File: config.mk
export PLATFORM = sky130hd
export DESIGN_NAME = fifo
export DESIGN_NICKNAME = d
export VERILOG_FILES = /design/src/rtl/fifo_pkg.sv /design/src/rtl/fifo_mem.sv /design/src/rtl/fifo.sv
export SDC_FILE = /design/constraint.sdc
export NUM_CORES = 1
export LEC_CHECK = 0
export ABC_AREA = 1
export CAP_MARGIN = 20
export CORE_MARGIN = 2
export CORE_UTILIZATION = 61
export CTS_CLUSTER_DIAMETER = 200
export DETAILED_ROUTE_END_ITERATION = 10
export GPL_ROUTABILITY_DRIVEN = 0
export HOLD_SLACK_MARGIN = 0.06
export PLACE_DENSITY = 0.9
export SLEW_MARGIN = 20
export SYNTH_ARGS = -nofsm -noshare
export SYNTH_HDL_FRONTEND = slang
export SYNTH_SLANG_ARGS = --single-unit
File: constraint.sdc
create_clock -name clk -period 2.95 [get_ports clk]
set_input_delay 0.59 -clock clk [delete_from_list [all_inputs] [get_ports clk]]
set_output_delay 0.59 -clock clk [all_outputs]
set_load 0.05 [all_outputs]
File: src/rtl/fifo_pkg.sv
// Shared constants and the byte-ordering helper for the word-in / byte-out FIFO.
// Optional feature macro: FIFO_BIG_ENDIAN_EN (defined -> high byte of each word is emitted first).
package fifo_pkg;

  localparam int FIFO_DEPTH = 16;
  localparam int DIN_W      = 16;
  localparam int DOUT_W     = 8;
  localparam int PTR_W      = 4;
  localparam int CNT_W      = 5;

  // Pick the byte of a stored word that goes out for the given half:
  // second_half = 0 selects the first byte of the word, 1 the second byte.
  function automatic logic [DOUT_W-1:0] select_byte(input logic [DIN_W-1:0] word,
                                                    input logic             second_half);
`ifdef FIFO_BIG_ENDIAN_EN
    if (second_half) begin
      return word[7:0];
    end else begin
      return word[15:8];
    end
`else
    if (second_half) begin
      return word[15:8];
    end else begin
      return word[7:0];
    end
`endif
  endfunction

endpackage

File: src/rtl/fifo_mem.sv
// 16 x 16 storage array: synchronous write port, asynchronous read port.
// Contents are deliberately not reset; validity is tracked by the pointers in the top level.
module fifo_mem
  import fifo_pkg::*;
(
  input  logic             clk_i,
  input  logic             we_i,
  input  logic [PTR_W-1:0] waddr_i,
  input  logic [DIN_W-1:0] wdata_i,
  input  logic [PTR_W-1:0] raddr_i,
  output logic [DIN_W-1:0] rdata_o
);

  logic [DIN_W-1:0] mem_q [FIFO_DEPTH];

  // Capture the write word into the addressed slot.
  always_ff @(posedge clk_i) begin
    if (we_i) begin
      mem_q[waddr_i] <= wdata_i;
    end
  end

  assign rdata_o = mem_q[raddr_i];

endmodule

File: src/rtl/fifo.sv
// Word-in / byte-out FIFO: 16 words of 16 bits are written, read back one byte per pop.
// Each word is emitted as two bytes; the word slot is freed when its second byte pops.
// Optional feature macro: FIFO_BIG_ENDIAN_EN (see fifo_pkg::select_byte for byte order).
// Note: rst_n is active-HIGH despite its name.
module fifo
  import fifo_pkg::*;
(
  input  logic              clk,
  input  logic              rst_n,
  input  logic              input_valid,
  output logic              input_enable,
  input  logic [DIN_W-1:0]  data_in,
  output logic              output_valid,
  input  logic              output_enable,
  output logic [DOUT_W-1:0] data_out,
  input  logic [DIN_W-1:0]  d
);

  logic [PTR_W-1:0]  wr_ptr_q, wr_ptr_d;
  logic [PTR_W-1:0]  rd_ptr_q, rd_ptr_d;
  logic [CNT_W-1:0]  count_q, count_d;
  logic              byte_sel_q, byte_sel_d;
  logic [DOUT_W-1:0] data_out_q, data_out_d;

  logic              wr_en;
  logic              pop;
  logic              word_done;
  logic [DIN_W-1:0]  rd_word;
  logic [DOUT_W-1:0] rd_byte;
  logic              unused_d;

  // The reserved input has no function; fold it so it is visibly consumed.
  assign unused_d = ^d;

  assign input_enable = (count_q < CNT_W'(FIFO_DEPTH));
  assign output_valid = (count_q != {CNT_W{1'b0}});
  assign wr_en        = input_valid && input_enable;
  assign pop          = output_enable && output_valid;
  // The second byte of a word completes it and releases its slot.
  assign word_done    = pop && byte_sel_q;
  assign rd_byte      = select_byte(rd_word, byte_sel_q);
  assign data_out     = data_out_q;

  fifo_mem u_mem (
    .clk_i   (clk),
    .we_i    (wr_en),
    .waddr_i (wr_ptr_q),
    .wdata_i (data_in),
    .raddr_i (rd_ptr_q),
    .rdata_o (rd_word)
  );

  // Next-state for pointers, occupancy, byte selector and the output byte register.
  always_comb begin
    wr_ptr_d   = wr_ptr_q;
    rd_ptr_d   = rd_ptr_q;
    count_d    = count_q;
    byte_sel_d = byte_sel_q;
    data_out_d = data_out_q;

    if (wr_en) begin
      wr_ptr_d = wr_ptr_q + PTR_W'(1);
    end else begin
      wr_ptr_d = wr_ptr_q;
    end

    if (pop) begin
      data_out_d = rd_byte;
      byte_sel_d = ~byte_sel_q;
    end else begin
      data_out_d = data_out_q;
      byte_sel_d = byte_sel_q;
    end

    if (word_done) begin
      rd_ptr_d = rd_ptr_q + PTR_W'(1);
    end else begin
      rd_ptr_d = rd_ptr_q;
    end

    // A write together with a word-completing pop leaves occupancy unchanged.
    case ({wr_en, word_done})
      2'b10:   count_d = count_q + CNT_W'(1);
      2'b01:   count_d = count_q - CNT_W'(1);
      default: count_d = count_q;
    endcase
  end

  // State registers; reset discards stored words and any half-read word.
  always_ff @(posedge clk or posedge rst_n) begin
    if (rst_n) begin
      wr_ptr_q   <= {PTR_W{1'b0}};
      rd_ptr_q   <= {PTR_W{1'b0}};
      count_q    <= {CNT_W{1'b0}};
      byte_sel_q <= 1'b0;
      data_out_q <= 8'h00;
    end else begin
      wr_ptr_q   <= wr_ptr_d;
      rd_ptr_q   <= rd_ptr_d;
      count_q    <= count_d;
      byte_sel_q <= byte_sel_d;
      data_out_q <= data_out_d;
    end
  end

endmodule

==> out/qor.yml <==
outcome:
  status: "complete, no violations"
cts:
  clk_pin_slew_worst_paths_ns: 0.06
  clockRootBuffer: "clkbuf_16"
  clk_path_buf_depth: 3
  clock-sinks: 278
  cts_resized: 0
  cts_setup_buffers: 0
  cts_max_level: 1
  cts_hold_buf: 0
  cts_tree: "yes"
  cts_made_buffers: 27
  insertion_delay_ns: 0.54
timing:
  drv_slew: 0
  fin_worst_skew_ns: 0.0115
  finalSetupViolations: 0
  relSlewSlack_pct: 43.5
  post-route-min-period_ns: 2.67
  fin_setup_tns_ns: 0
  hold_viol: 0
  fmax_ghz: 0.374
  period_share_pct: 90.6
  rsz0062_at_grt: "false"
  tightest_slew_ns: 0.847
yosys:
  syn-cell-area_sq_um: 12000
  synth_cell_types: 25
  avgSynthCellArea_sq_um: 10.5
  yosys_warnings: 0
  ys_seq_elements: 278
  syn_inst: 1139
  synth_top_area_share_pct: 64.1
  ys_seq_area_share_pct: 68.7
  yosys.area.top_type: "edfxtp_1"
  synth_area_leaders: "edfxtp_1, nand2_1, nand3_1"
  syn_nets: 1185
floorplanning:
  rows: 51
  core_sq_um: 19400
  die-area_sq_um: 20800
  initial_core_util_pct: 61.8
  design.portCount: 46
  die_w_um: 144
  die_y_um: 144
setup_path:
  crit_arrival_ns: 2.08
  cp_data_required_time_ns: 2.36
  critPathMaxFanout: 3
  start_kind: "flop"
  crit_type: "reg2out"
  reg2reg_from: "count_q[2]"
  cp-end-kind: "primary output"
  reg2reg_depth: 12
  cp-startpoint: "count_q[2]"
placement:
  post-dp-hpwl_mm: 16.5
  io_buffer_count: 29
route:
  detail-route-antenna-nets: 0
  drt-vias-per-instance: 5.80
  drt_wl_total_mm: 28.5
  vias: 8520
  dr.pass1.iters: 8
  routedWlPerCell_um: 19.4
  drc: 0
  drtIter0Drc: 1123
global_route:
  grt_pass1_vias: 8366
  antenna_found_initial: 0
  grt_max_degree: 134
  grt_overflow: 0
  grt_pass1_wl_mm: 44.2
  grt_usage_pct: 28.4
final_layout:
  syn2layout_area_growth_pct: 12.4
  nNetsFinal: 1231
  antenna_cells: 0
  drive_above_1_share_pct: 8.22
power:
  power_mw: 12.7
  sw_frac_of_total_pct: 38.4
  seqPwrFrac_pct: 38.9
  power_frac_clock_pct: 24.2
  powerDensity_nw_per_um2: 940
  p_comb_share_pct: 36.8
  leakagePower_nw: 5.66
  power.internal_mw: 7.80
  vdd_drop_max_mv: 0.592
  switching_power_mw: 4.86
flow_run:
  cap_violations: 0
min_path:
  hold_path_class: "in2async"
placed cells by master, fill, tap and decap left out, types with 4 or more instances in the layout:
cell	count
clkinv_2	5
clkinv_1	5
buf_12	4
nand3_1	171
buf_4	38
ha_1	9
dfrtp_1	20
a21oi_1	5
nand2_1	412
inv_1	145
edfxtp_1	256
nor2_2	18
clkbuf_1	11
nor2_1	17
clkbuf_16	27
o21ai_0	5
clkdlybuf4s50_1	29
xor2_1	7
o21ai_1	7
Yosys cell counts:
master / n
nor3_1: 1
xnor2_1: 2
inv_1: 145
buf_6: 7
o211ai_1: 2
o21ai_1: 7
ha_1: 9
fa_1: 1
xor2_1: 7
buf_1: 4
o21ai_0: 5
clkbuf_1: 6
buf_2: 28
buf_4: 9
inv_4: 1
nor2_2: 2
nand3_1: 171
dfrtp_1: 22
edfxtp_1: 256
nand2_1: 412
a21oi_1: 5
nor2_1: 33
nand4_1: 1
inv_2: 2
nor3_2: 1
cells by family after synthesis:
group / share of synthesized area [%]
buffers and inverters: 7.36
XOR/XNOR: 0.657
adder cells (fa/ha/maj): 1.11
AND/OR/NAND/NOR: 21.3
AO/OA/AOI/OAI: 0.835
flip-flops: 68.7
final timing paths:
check / slack [ns] / to
max in group asynchronous: 1.83 / rd_ptr_q[0]
worst min register to register: 0.53 / data_out[2]
min in group clk: 0.53 / data_out[2]
worst min-delay path: 0.52 / count_q[3]
worst max register to register: 0.54 / count_q[4]
worst max-delay path: 0.28 / output_valid
worst max-delay path: stages (launching register included):
cell and delay [ns]:
dfrtp_1 0.42, nor3_1 0.25, nand3_1 0.16, clkdlybuf4s50_1 0.73
registers in the layout, indices dropped and copies added, names as in the netlist:
register     count
byte_sel_q       1
data_out         8
wr_ptr_q         4
rd_ptr_q         4
u_mem.mem_q    256
count_q          5
layer usage:
metal,track usage [%],wire length [um],vias to the layer above
met5,0,0,-
met4,14.5,1370,0
met3,4.90,2950,124
met2,47.0,14100,563
met1,36.5,10100,4019
li1,-,-,3814
cell type report:
class | instances | area [sq um]
Tap cell | 265 | 332
Fill cell | 1261 | 5920
Inverter | 148 | 558
Multi-Input combinational cell | 659 | 2910
Clock buffer | 39 | 731
Clock inverter | 10 | 43.8
Sequential cell | 278 | 8240
Timing Repair Buffer | 71 | 656
power by group through the flow:
stage	Combinational (mW)	Clock (mW)	Sequential [mW]
after floorplan	3.04	0	5.10
after global placement	4.28	0	4.96
after detailed placement	4.48	0	4.99
after CTS	4.58	3.08	4.92
after global routing	5.06	3.24	4.95
final	4.67	3.07	4.93
per-stage QoR:
| step | cells | cell area, sq um | utilization (%) | worst slack [ns] | hold WS [ns] |
|---|---|---|---|---|---|
| 6_report | 1470 | 13500 | 69.5 | 0.277 | 0.525 |
| 4_1_cts | 1470 | 13500 | 69.5 | 0.300 | 0.521 |
| 3_3_place_gp | 1421 | 12700 | 65.5 | 0.304 | 0.491 |
| 2_1_floorplan | 1139 | 12000 | - | 0.281 | 0.478 |
| 3_5_place_dp | 1421 | 12700 | 65.5 | 0.227 | 0.498 |
| 5_1_grt | 1470 | 13500 | 69.5 | 0.218 | 0.553 |
Power figures use the tool's default switching activity.
